`src/rtl/freq_pkg.sv`:
```
// Shared definitions for the frequency meter.
//   HP_W_DEFAULT   : default width of the half-period code
//   HP_MAX_DEFAULT : largest half-period code at the default width
//   MATCH_W        : width of the consecutive-capture match counter
//   state_e        : measurement FSM states
//   sat_inc        : saturating increment for the match counter
package freq_pkg;

  localparam int unsigned HP_W_DEFAULT   = 7;
  localparam int unsigned HP_MAX_DEFAULT = (1 << HP_W_DEFAULT) - 1;

  // Wide enough for LOCK_COUNT up to 15.
  localparam int unsigned MATCH_W = 4;

  typedef enum logic [1:0] {
    IDLE    = 2'd0,
    MEASURE = 2'd1,
    TRACK   = 2'd2
  } state_e;

  function automatic logic [MATCH_W-1:0] sat_inc(input logic [MATCH_W-1:0] v);
    return (v == {MATCH_W{1'b1}}) ? v : v + 1'b1;
  endfunction

endpackage

```
`src/rtl/sync_edge_det.sv`:
```
// Front end of the frequency meter: synchronizes an asynchronous square wave
// into synth_clk, optionally deglitches it, and emits a registered one-cycle
// pulse on every level change (rising or falling).
// Optional feature macro: FREQ_METER_DEGLITCH_EN (adds the deglitch stage).
// Ports:
//   synth_clk  : clock
//   rst_n      : asynchronous active-low reset
//   clr        : synchronous clear of every flop
//   din        : asynchronous input level
//   edge_pulse : one-cycle pulse per accepted level change
module sync_edge_det #(
  parameter int unsigned SYNC_STAGES = 2
) (
  input  logic synth_clk,
  input  logic rst_n,
  input  logic clr,
  input  logic din,
  output logic edge_pulse
);

  logic [SYNC_STAGES-1:0] sync_q;
  logic                   synced;
  logic                   level;
  logic                   hist_q;
  logic                   edge_q;

  assign synced = sync_q[SYNC_STAGES-1];

  always_ff @(posedge synth_clk or negedge rst_n) begin
    if (!rst_n) begin
      sync_q <= '0;
    end else if (clr) begin
      sync_q <= '0;
    end else begin
      sync_q <= {sync_q[SYNC_STAGES-2:0], din};
    end
  end

`ifdef FREQ_METER_DEGLITCH_EN
  logic dly_q;
  logic lvl_q;

  // A new level is taken once two consecutive synced samples agree; a level
  // that lasts a single cycle never reaches the history flop.
  assign level = (synced == dly_q) ? synced : lvl_q;

  always_ff @(posedge synth_clk or negedge rst_n) begin
    if (!rst_n) begin
      dly_q <= 1'b0;
      lvl_q <= 1'b0;
    end else if (clr) begin
      dly_q <= 1'b0;
      lvl_q <= 1'b0;
    end else begin
      dly_q <= synced;
      lvl_q <= level;
    end
  end
`else
  assign level = synced;
`endif

  always_ff @(posedge synth_clk or negedge rst_n) begin
    if (!rst_n) begin
      hist_q <= 1'b0;
      edge_q <= 1'b0;
    end else if (clr) begin
      hist_q <= 1'b0;
      edge_q <= 1'b0;
    end else begin
      hist_q <= level;
      edge_q <= level ^ hist_q;
    end
  end

  assign edge_pulse = edge_q;

endmodule

```
`src/rtl/freq_meter.sv`:
```
// Measures the half-period of an incoming square wave in synth_clk cycles and
// reports it with the same code the tone generator consumes (hp=N reads N).
// Optional feature macro: FREQ_METER_DEGLITCH_EN (deglitch stage in the front end).
// Ports:
//   synth_clk  : clock
//   rst_n      : asynchronous active-low reset
//   audio_in   : square wave under measurement, asynchronous
//   enable     : measurement enable; low clears everything synchronously
//   hp_out     : last captured half-period, 0 when not valid
//   hp_valid   : hp_out holds a real measurement
//   locked     : last LOCK_COUNT captures were identical
//   sample_stb : one-cycle pulse on each capture
module freq_meter
  import freq_pkg::*;
#(
  parameter int unsigned HP_W        = HP_W_DEFAULT,
  parameter int unsigned LOCK_COUNT  = 3,
  parameter int unsigned SYNC_STAGES = 2
) (
  input  logic            synth_clk,
  input  logic            rst_n,
  input  logic            audio_in,
  input  logic            enable,
  output logic [HP_W-1:0] hp_out,
  output logic            hp_valid,
  output logic            locked,
  output logic            sample_stb
);

  localparam int unsigned           CNT_W     = HP_W + 1;
  localparam logic [CNT_W-1:0]      CNT_ONE   = CNT_W'(1);
  localparam logic [CNT_W-1:0]      CNT_SAT   = {CNT_W{1'b1}};
  localparam logic [CNT_W-1:0]      HP_MAX    = CNT_W'((1 << HP_W) - 1);
  localparam logic [CNT_W-1:0]      TIMEOUT   = CNT_W'(1 << HP_W);
  localparam logic [MATCH_W-1:0]    MATCH_ONE = MATCH_W'(1);
  localparam logic [MATCH_W-1:0]    LOCK_THR  = MATCH_W'(LOCK_COUNT);

  logic edge_pulse;

  state_e             state_q, state_d;
  logic [CNT_W-1:0]   cnt_q, cnt_d;
  logic [HP_W-1:0]    hp_q, hp_d;
  logic               valid_q, valid_d;
  logic [MATCH_W-1:0] match_q, match_d;
  logic               locked_q, locked_d;
  logic               stb_q, stb_d;

  sync_edge_det #(
    .SYNC_STAGES(SYNC_STAGES)
  ) u_sync_edge_det (
    .synth_clk (synth_clk),
    .rst_n     (rst_n),
    .clr       (~enable),
    .din       (audio_in),
    .edge_pulse(edge_pulse)
  );

  always_comb begin
    state_d = state_q;
    hp_d    = hp_q;
    valid_d = valid_q;
    match_d = match_q;
    stb_d   = 1'b0;

    // cnt counts cycles since the last edge; it equals N at an edge N cycles on.
    if (edge_pulse) begin
      cnt_d = CNT_ONE;
    end else if (cnt_q == CNT_SAT) begin
      cnt_d = cnt_q;
    end else begin
      cnt_d = cnt_q + 1'b1;
    end

    unique case (state_q)
      IDLE: begin
        if (edge_pulse) state_d = MEASURE;
      end
      MEASURE, TRACK: begin
        if (edge_pulse) begin
          if (cnt_q <= HP_MAX) begin
            stb_d   = 1'b1;
            valid_d = 1'b1;
            state_d = TRACK;
            if (state_q == TRACK && cnt_q[HP_W-1:0] == hp_q) begin
              match_d = sat_inc(match_q);
            end else begin
              hp_d    = cnt_q[HP_W-1:0];
              match_d = MATCH_ONE;
            end
          end else begin
            // Too long to measure: this edge just becomes the new reference.
            state_d = MEASURE;
            hp_d    = '0;
            valid_d = 1'b0;
            match_d = '0;
          end
        end else if (cnt_q == TIMEOUT) begin
          state_d = IDLE;
          hp_d    = '0;
          valid_d = 1'b0;
          match_d = '0;
        end
      end
      default: state_d = IDLE;
    endcase

    locked_d = valid_d && (match_d >= LOCK_THR);
  end

  always_ff @(posedge synth_clk or negedge rst_n) begin
    if (!rst_n) begin
      state_q  <= IDLE;
      cnt_q    <= CNT_ONE;
      hp_q     <= '0;
      valid_q  <= 1'b0;
      match_q  <= '0;
      locked_q <= 1'b0;
      stb_q    <= 1'b0;
    end else if (!enable) begin
      state_q  <= IDLE;
      cnt_q    <= CNT_ONE;
      hp_q     <= '0;
      valid_q  <= 1'b0;
      match_q  <= '0;
      locked_q <= 1'b0;
      stb_q    <= 1'b0;
    end else begin
      state_q  <= state_d;
      cnt_q    <= cnt_d;
      hp_q     <= hp_d;
      valid_q  <= valid_d;
      match_q  <= match_d;
      locked_q <= locked_d;
      stb_q    <= stb_d;
    end
  end

  assign hp_out     = hp_q;
  assign hp_valid   = valid_q;
  assign locked     = locked_q;
  assign sample_stb = stb_q;

endmodule

```
`config.mk`:
```
export PLATFORM = sky130hd
export DESIGN_NAME = freq_meter
export DESIGN_NICKNAME = d
export VERILOG_FILES = /design/src/rtl/freq_pkg.sv /design/src/rtl/sync_edge_det.sv /design/src/rtl/freq_meter.sv
export SDC_FILE = /design/constraint.sdc
export NUM_CORES = 1
export LEC_CHECK = 0
export BUFFER_PORTS_ARGS = -buffer_cell sky130_fd_sc_hd__buf_2
export CORE_UTILIZATION = 62
export CTS_CLUSTER_DIAMETER = 40
export DETAILED_ROUTE_END_ITERATION = 10
export HOLD_SLACK_MARGIN = 0.05
export PLACE_DENSITY = 0.83
export SLEW_MARGIN = 5
export SYNTH_ARGS = -nofsm -noshare
export SYNTH_HDL_FRONTEND = slang
export SYNTH_SLANG_ARGS = --single-unit
```
`constraint.sdc`:
```
create_clock -name synth_clk -period 3.4 [get_ports synth_clk]
set_clock_uncertainty 0.2 [all_clocks]
set_input_delay 0.34 -clock synth_clk [delete_from_list [all_inputs] [get_ports synth_clk]]
set_output_delay 0.34 -clock synth_clk [all_outputs]
set_load 0.01 [all_outputs]
```
==> results of run 1 <==
[registers in the layout, indices dropped and copies added (netlist names)]
register / cells
match_q: 4
u_sync_edge_det.hist_q: 1
hp_out: 7
u_sync_edge_det.sync_q: 2
locked: 1
u_sync_edge_det.edge_pulse: 1
hp_valid: 1
state_q: 2
cnt_q: 8
sample_stb: 1
[worst min-delay path by stage]
| stage | start | end | depth (start not counted) |
|---|---|---|---|
| after floorplan | rst_n | cnt_q[1] | 0 |
| after global placement | rst_n | match_q[2] | 1 |
| after detailed placement | rst_n | match_q[3] | 1 |
| after CTS | enable | u_sync_edge_det.hist_q | 2 |
| after global routing | enable | u_sync_edge_det.hist_q | 2 |
| final | enable | u_sync_edge_det.hist_q | 2 |
[cell families after synthesis]
group / after synthesis / synth area share (%)
flops: 28 / 46.4
mux: 2 / 1.49
simple gates: 51 / 19.0
fa+ha+maj: 6 / 4.97
buf+inv: 15 / 5.30
xor+xnor: 10 / 5.80
compound gates: 37 / 17.0
[layout by cell type (no fill, tap or decap), drive strengths merged, types with 3 or more instances in the layout]
master,n
nand3,7
nor3,6
clkbuf,4
nand4,4
dfrtp,27
a22o,7
nor2,11
xnor2,9
ha,6
and2,3
nand2,9
inv,10
a21oi,5
a31oi,6
o21ai,9
buf,13
[power by group through the flow]
stage	sequential [W]	clock [W]	combinational (W)
final	0.000373	0.000167	0.000136
after CTS	0.000372	0.000168	0.000134
after global routing	0.000375	0.000176	0.000153
after global placement	0.000376	0	0.000125
after detailed placement	0.000378	0	0.000131
after floorplan	0.000372	0	0.000112
[cell type report]
cell class	count	area (um2)	area share [%]
Timing Repair Buffer	15	85.1	5.23
Inverter	10	37.5	2.31
Multi-Input combinational cell	106	729	44.9
Clock buffer	4	36.3	2.23
Tap cell	28	35.0	2.16
Sequential cell	28	702	43.2
[per-stage QoR]
stage	hold WS [ps]	total power (W)	util, %	std cells	cell area, um2
floorplan	-156	0.000483	-	149	1510
global placement	172	0.000501	69.6	185	1570
detailed placement	187	0.000509	69.6	185	1570
CTS	105	0.000674	72.1	191	1630
global route	118	0.000704	72.1	191	1630
finish	103	0.000676	72.1	191	1630
[routing by layer]
layer  track usage (%)  wire length [um]  vias up
li1                  -                 -      564
met5                 0                 0        -
met4              16.2                77        0
met2              42.9              1580       41
met1              36.2              1400      614
met3              4.46               134        9
==> impl_metrics.yaml, run 1 <==
setup_path:
  r2r_end: "hp_out[1]"
  r2r_slack_ps: 1010
  crit_slowest_cell: "or4_1"
  critPathArrivalTime_ps: 2490
  cpPeakStageDelay_ps: 690
  crit_family: "simple AND/OR/NAND/NOR gates"
  crit_path_max_fanout: 9
  crit_required_ps: 3490
  startpoint_type: "register"
  crit_cells: 6
  path_class: "register to register"
  cp-end-kind: "register"
  crit_start: "state_q[0]"
  path_cells: "inv_1, ha_1, inv_1, or4_1, nor2_4, a22o_1"
  cp_common_cell: "inv_1"
  crit_end: "hp_out[1]"
  r2r_cells: 6
  path_buf_inv: 2
  timing.rr.start: "state_q[0]"
logic_synthesis:
  synth_edf_count: 0
  synth_area_leaders: "dfrtp_1 45%, xnor2_1 5.2%, ha_1 5.0%"
  yosys-top-cells-count: "27 x dfrtp_1, 10 x inv_1, 9 x nand2_1, 9 x nor2_1, 9 x xnor2_1"
  synthCells: 149
  ys_types: 40
  ys_seq_area_share_pct: 46.4
  syn_area_um2: 1510
  syn-num-nets: 159
  async_flop_share_pct: 100
  synth-seq-cells: 28
  yosys_most_used_dff: "dfrtp_1"
  synth_top_area_share_pct: 44.7
  yosysMostFrequentCell: "dfrtp_1"
  synth_top_area_cell: "dfrtp_1"
  yosys_warnings: 0
  synth.avg_cell_area_um2: 10.1
timing:
  layout_min_cycle_time_ps: 2390
  setup_violations: 0
  period_share_pct: 70.4
  fmax_mhz: 418
  slew_violations: 0
  hold_viol: 0
  fin_setup_tns_ps: 0
  grt_setup_unrepaired: "false"
  max_slew_margin_pct: 58.8
  tightest_slew_ps: 618
  fin_ws_ps: 1010
cts:
  clk_path_buf_depth: 2
  holdBufCountCts: 2
  path_clk_slew_ps: 150
  htree_levels: 1
  cts_resized: 0
  insertion_delay_ps: 340
  cts_setup_buffers: 0
  cts_sinks: 28
  root_buffer: "clkbuf_4"
  cts_tree: "yes"
  numCtsBuffers: 3
grt:
  grt_max_degree: 29
  overflow: 0
  grtUsageTotal_pct: 27.6
  grt_pass1_wl_um: 5310
  antenna_found_initial: 0
  first_global_vias: 1178
pwr:
  comb_power_share_pct: 20.1
  power.density_nw_per_um2: 416
  leakage_nw: 0.737
  switching_share_pct: 30.3
  p_int_w: 0.000471
  clockPowerShare_pct: 24.7
  ir_worst_vdd_uv: 432
  p_sw_w: 0.000205
  pwr-share-seq_pct: 55.2
placement:
  io_buffers: 13
  dp_hpwl_um: 2280
  post-place-ws_ps: 1060
  gp_congestion: 0.914
floorplan:
  io_pins: 14
  floorplan.initialDensity_pct: 67.0
  fp.dieH_um: 51.4
  dieArea_um2: 2640
  rows: 17
  core_um2: 2250
  die_w_um: 51.4
final_layout:
  antenna_cells: 0
  syn_to_final_growth_pct: 7.53
  drive_above_1_share_pct: 16.6
  fillers: 170
  fin_nets: 174
route:
  drt_iter0_markers: 32
  drc: 0
  num_vias: 1228
  dr.pass1.iters: 4
  drt_wl_total_um: 3190
  vias_per_cell: 6.43
  wire_per_inst_um: 16.7
  antenna_left: 0
status:
  run_status: "completed"
min_path:
  hold_path.class: "input port to register"
job:
  drv_cap: 0
Power figures use the tool's default switching activity.
==> inputs of run 2 (changes only) <==
Settings changed: CORE_ASPECT_RATIO set to 0.5, CORE_UTILIZATION 62 to 52, PLACE_DENSITY 0.83 to 0.74.
Clock period 3.4 ns to 2 ns, I/O delays scaled along.
==> impl_metrics.yaml, run 2 (same netlist as run 1, synthesis figures left out) <==
status:
  violations: "setup timing"
  run_status: "complete, but fails checks"
floorplan:
  rows: 13
  floorplan.initialDensity_pct: 56.7
  io_pins: 14
  die_w_um: 78.2
  fp.dieH_um: 40.1
  core_um2: 2670
  dieArea_um2: 3140
setup_path:
  cp-end-kind: "register"
  crit_required_ps: 2010
  critPathArrivalTime_ps: 2090
  startpoint_type: "register"
  r2r_cells: 8
  path_class: "register to register"
  crit_path_max_fanout: 7
cts:
  cts_sinks: 28
  insertion_delay_ps: 280
  cts_tree: "yes"
  clk_path_buf_depth: 2
  htree_levels: 1
  path_clk_slew_ps: 100
  root_buffer: "clkbuf_8"
  numCtsBuffers: 3
final_layout:
  syn_to_final_growth_pct: 33.4
  drive_above_1_share_pct: 39.0
  antenna_cells: 0
  layout_commonest_cell: "buf_4"
  largest_register_ff_count: 8
  largest_register: "cnt_q"
  fin_nets: 206
  final_cell_mix: "29 x buf_4, 27 x dfrtp_1, 13 x buf_2"
  utilization_pct: 75.6
min_path:
  hold_path.class: "register to register"
  whs_path_depth: 1
route:
  dr.pass1.iters: 4
  wire_per_inst_um: 17.5
  antenna_left: 0
  vias_per_cell: 5.94
  drt_wl_total_um: 4050
  num_vias: 1377
  drt_iter0_markers: 89
  drc: 0
pwr:
  power.density_nw_per_um2: 747
  ir_worst_vdd_uv: 463
  leakage_nw: 0.919
  p_total_w: 0.00151
timing:
  setup_violations: 8
  tightest_slew_ps: 654
  period_share_pct: 104
  hold_viol: 0
  layout_min_cycle_time_ps: 2080
  fin_ws_ps: -84.3
  max_slew_margin_pct: 56.4
  grt_setup_unrepaired: "true"
  slew_violations: 0
  fmax_mhz: 480
grt:
  overflow: 0
  grtUsageTotal_pct: 27.2
  grt_pass1_wl_um: 6090
  grt_max_degree: 29
  first_global_vias: 1272
  antenna_found_initial: 0
placement:
  gp_congestion: 0.883
  io_buffers: 13
  dp_hpwl_um: 2580
job:
  drv_cap: 0
-- run 2: cell types whose count changed in the layout (fill, tap and decap cells not counted), moves of 3 or more --
| cell | delta |
|---|---|
| inv_2 | +3 |
| inv_1 | -3 |
| ha_1 | -4 |
| buf_4 | +29 |
| ha_4 | +3 |
| clkbuf_4 | -3 |
-- run 2: area by class of cell --
class	count	area (um2)
multi-input cells	106	826
flip-flops and latches	28	702
fillers	172	651
repair buffers	47	334
well taps	37	46.3
clock buffers	3	41.3
inverters	10	37.5
clock inverters	1	30.0
-- run 2: what timing repair did --
item	in CTS	in global routing
hold endpoints to repair	32	0
hold buffers	4	0
pin swaps	14	6
endpoints found under the setup margin	10	18
buffers inserted	5	1
gates resized for setup	10	13
-- run 2: where the power goes --
group / internal, W / switching, W / leakage (nW)
Clock: 0.000268 / 0.000181 / 0.0357
Combinational: 0.000221 / 0.000216 / 0.502
Sequential: 0.000596 / 0.0000237 / 0.382
Total: 0.00109 / 0.000421 / 0.919
-- run 2: per-layer routing --
layer / share of wire [%] / up-vias / global-route usage, % / routed length, um
li1: - / 623 / - / -
met1: 44 / 683 / 31.8 / 1770
met2: 48 / 57 / 52.0 / 1960
met3: 5.0 / 14 / 6.14 / 204
met4: 2.9 / 0 / 9.72 / 118
met5: 0 / - / 0 / 0
-- run 2: path summary, 6_finish.rpt --
| kind | start | to | slack [ps] |
|---|---|---|---|
| setup / recovery | state_q[0] | hp_out[5] | -80 |
| hold / removal | u_sync_edge_det.sync_q[0] | u_sync_edge_det.sync_q[1] | 270 |
| setup reg to reg | state_q[0] | hp_out[5] | -80 |
| hold reg to reg | u_sync_edge_det.sync_q[0] | u_sync_edge_det.sync_q[1] | 270 |
| max in group asynchronous | rst_n | hp_out[5] | 900 |
| min in group asynchronous | rst_n | cnt_q[6] | 280 |
-- run 2: stage by stage --
stage / setup TNS (ps) / hold WS [ps] / cells / setup slack [ps] / instance area, um2
after floorplan: -74.5 / -296 / 149 / -10.7 / 1520
after global placement: -493 / 40.6 / 218 / -76.1 / 1760
after detailed placement: -729 / 52.0 / 218 / -114 / 1760
after CTS: -173 / 268 / 231 / -67.7 / 1960
after global routing: -1310 / 278 / 232 / -169 / 2020
final: -464 / 268 / 232 / -84.3 / 2020
-- run 2: critical path: stages, from the launching register on --
cell	delay, ps
dfrtp_1	410
inv_2	120
ha_4	150
and3b_1	160
nand4_1	160
buf_4	190
nor2_2	220
o21a_4	230
a22o_1	180
==> inputs of run 3 (changes only) <==
Settings changed: MAX_ROUTING_LAYER set to met4, PLACE_DENSITY 0.74 to 0.81.
==> impl_metrics.yaml, run 3 (same netlist as run 1, synthesis figures left out) <==
setup_path:
  cp-end-kind: "register"
  crit_slowest_cell: "or4b_4"
  crit_required_ps: 1960
  path_cells: "inv_2, ha_4, or4b_4, nor2_4, o21ai_2, o21a_4, a22o_1"
  cpPeakStageDelay_ps: 490
  startpoint_type: "register"
  critPathArrivalTime_ps: 2020
  path_class: "register to register"
  crit_path_max_fanout: 7
final_layout:
  drive_above_1_share_pct: 34.9
  final_cell_area_um2: 1960
  fin_nets: 203
  fin_cells: 229
  syn_to_final_growth_pct: 29.6
  antenna_cells: 0
  largest_register: "cnt_q"
  final_cell_mix: "27 x dfrtp_1, 27 x buf_4, 13 x buf_2"
  largest_register_ff_count: 8
min_path:
  hold_path.class: "register to register"
cts:
  path_clk_slew_ps: 100
  clk_path_buf_depth: 2
  cts_tree: "yes"
  cts_sinks: 28
  insertion_delay_ps: 280
  numCtsBuffers: 3
  htree_levels: 1
  root_buffer: "clkbuf_8"
placement:
  post-place-ws_ps: -109
  gp_congestion: 0.810
  io_buffers: 13
  dp.cells: 217
  placed_cell_area_um2: 1760
  dp_hpwl_um: 2400
route:
  vias_per_cell: 5.66
  wire_per_inst_um: 16.8
  dr.pass1.iters: 4
  drc: 0
  antenna_left: 0
  num_vias: 1295
  drt_wl_total_um: 3860
  drt_iter0_markers: 88
status:
  run_status: "complete, but fails checks"
  violations: "setup timing"
pwr:
  ir_worst_vdd_uv: 500
  power.density_nw_per_um2: 709
  leakage_nw: 0.887
timing:
  setup_violations: 8
  hold_viol: 0
  grt_setup_unrepaired: "true"
  tightest_slew_ps: 629
  fin_ws_ps: -52.7
  layout_min_cycle_time_ps: 2050
  period_share_pct: 103
  slew_violations: 0
  max_slew_margin_pct: 58.0
  fmax_mhz: 487
floorplan:
  dieArea_um2: 3140
  die_w_um: 78.2
  floorplan.initialDensity_pct: 56.7
  core_um2: 2670
  io_pins: 14
  rows: 13
  fp.dieH_um: 40.1
grt:
  grtUsageTotal_pct: 26.5
  grt_use_met2_pct: 50.0
  grt_pass1_wl_um: 5780
  grt_max_degree: 29
  first_global_vias: 1233
  overflow: 0
  antenna_found_initial: 0
  busiest_layer: "met2"
  met3_usage_pct: 6.14
  use_met1_pct: 29.5
job:
  drv_cap: 0
[run 3: cell count changes in the layout (fill, tap and decap cells not counted), sizes merged]
cell | before | now
buf | 43 | 40
bufinv | 1 | 0
clkbuf | 3 | 4
[run 3: where the power goes]
group | total (W) | internal [W] | switching [W]
Sequential | 0.000621 | 0.000596 | 0.0000242
Combinational | 0.000445 | 0.000219 | 0.000226
Clock | 0.000323 | 0.000143 | 0.000179
Total | 0.00139 | 0.000959 | 0.000429
[run 3: layer usage]
| layer | routed length [um] | part of all wire [%] |
|---|---|---|
| met5 | 0 | 0 |
| met4 | 95 | 2.5 |
| met1 | 1650 | 43 |
| met3 | 209 | 5.4 |
| met2 | 1900 | 49 |
[run 3: path summary, 6_finish.rpt]
path,start,slack (ps),to,depth (start not counted)
max,cnt_q[0],-50,hp_out[3],7
min,u_sync_edge_det.sync_q[0],270,u_sync_edge_det.sync_q[1],1
max reg2reg,cnt_q[0],-50,hp_out[3],7
min reg2reg,u_sync_edge_det.sync_q[0],270,u_sync_edge_det.sync_q[1],1
max in group asynchronous,rst_n,880,u_sync_edge_det.sync_q[0],2
min in group asynchronous,rst_n,310,hp_out[1],2
[run 3: worst max-delay path: cells and delay by family (launching register included)]
family                   cells  cell delay (ps)
AO/OA/AOI/OAI                3              540
adder cells (fa/ha/maj)      1              120
flip-flops                   1              400
buffers and inverters        1               80
AND/OR/NAND/NOR              2              600
[run 3: through the flow]
stage          power, W  hold slack, ps  TNS [ps]  utilization, %
2_1_floorplan  0.000825            -296     -74.5               -
3_3_place_gp   0.000943            33.9      -452            65.9
3_5_place_dp   0.000956            52.5      -696            65.9
4_1_cts         0.00134             269      -178            71.5
5_1_grt         0.00145             283      -873            73.4
6_report        0.00139             267      -270            73.4
[run 3: cell type report]
type,instances,area (um2)
multi-input combinational,106,820
sequential,28,702
fill,183,709
clock buffer,4,45.0
tap,37,46.3
inverter,10,37.5
timing repair buffer,44,308
[run 3: repair_timing]
item                                    4_1_cts  5_1_grt
pin swaps                                     7        5
hold buffers                                  4        0
hold endpoints to repair                     32        0
endpoints found under the setup margin       11       14
setup buffers                                 4        0
resized for setup                            10       11
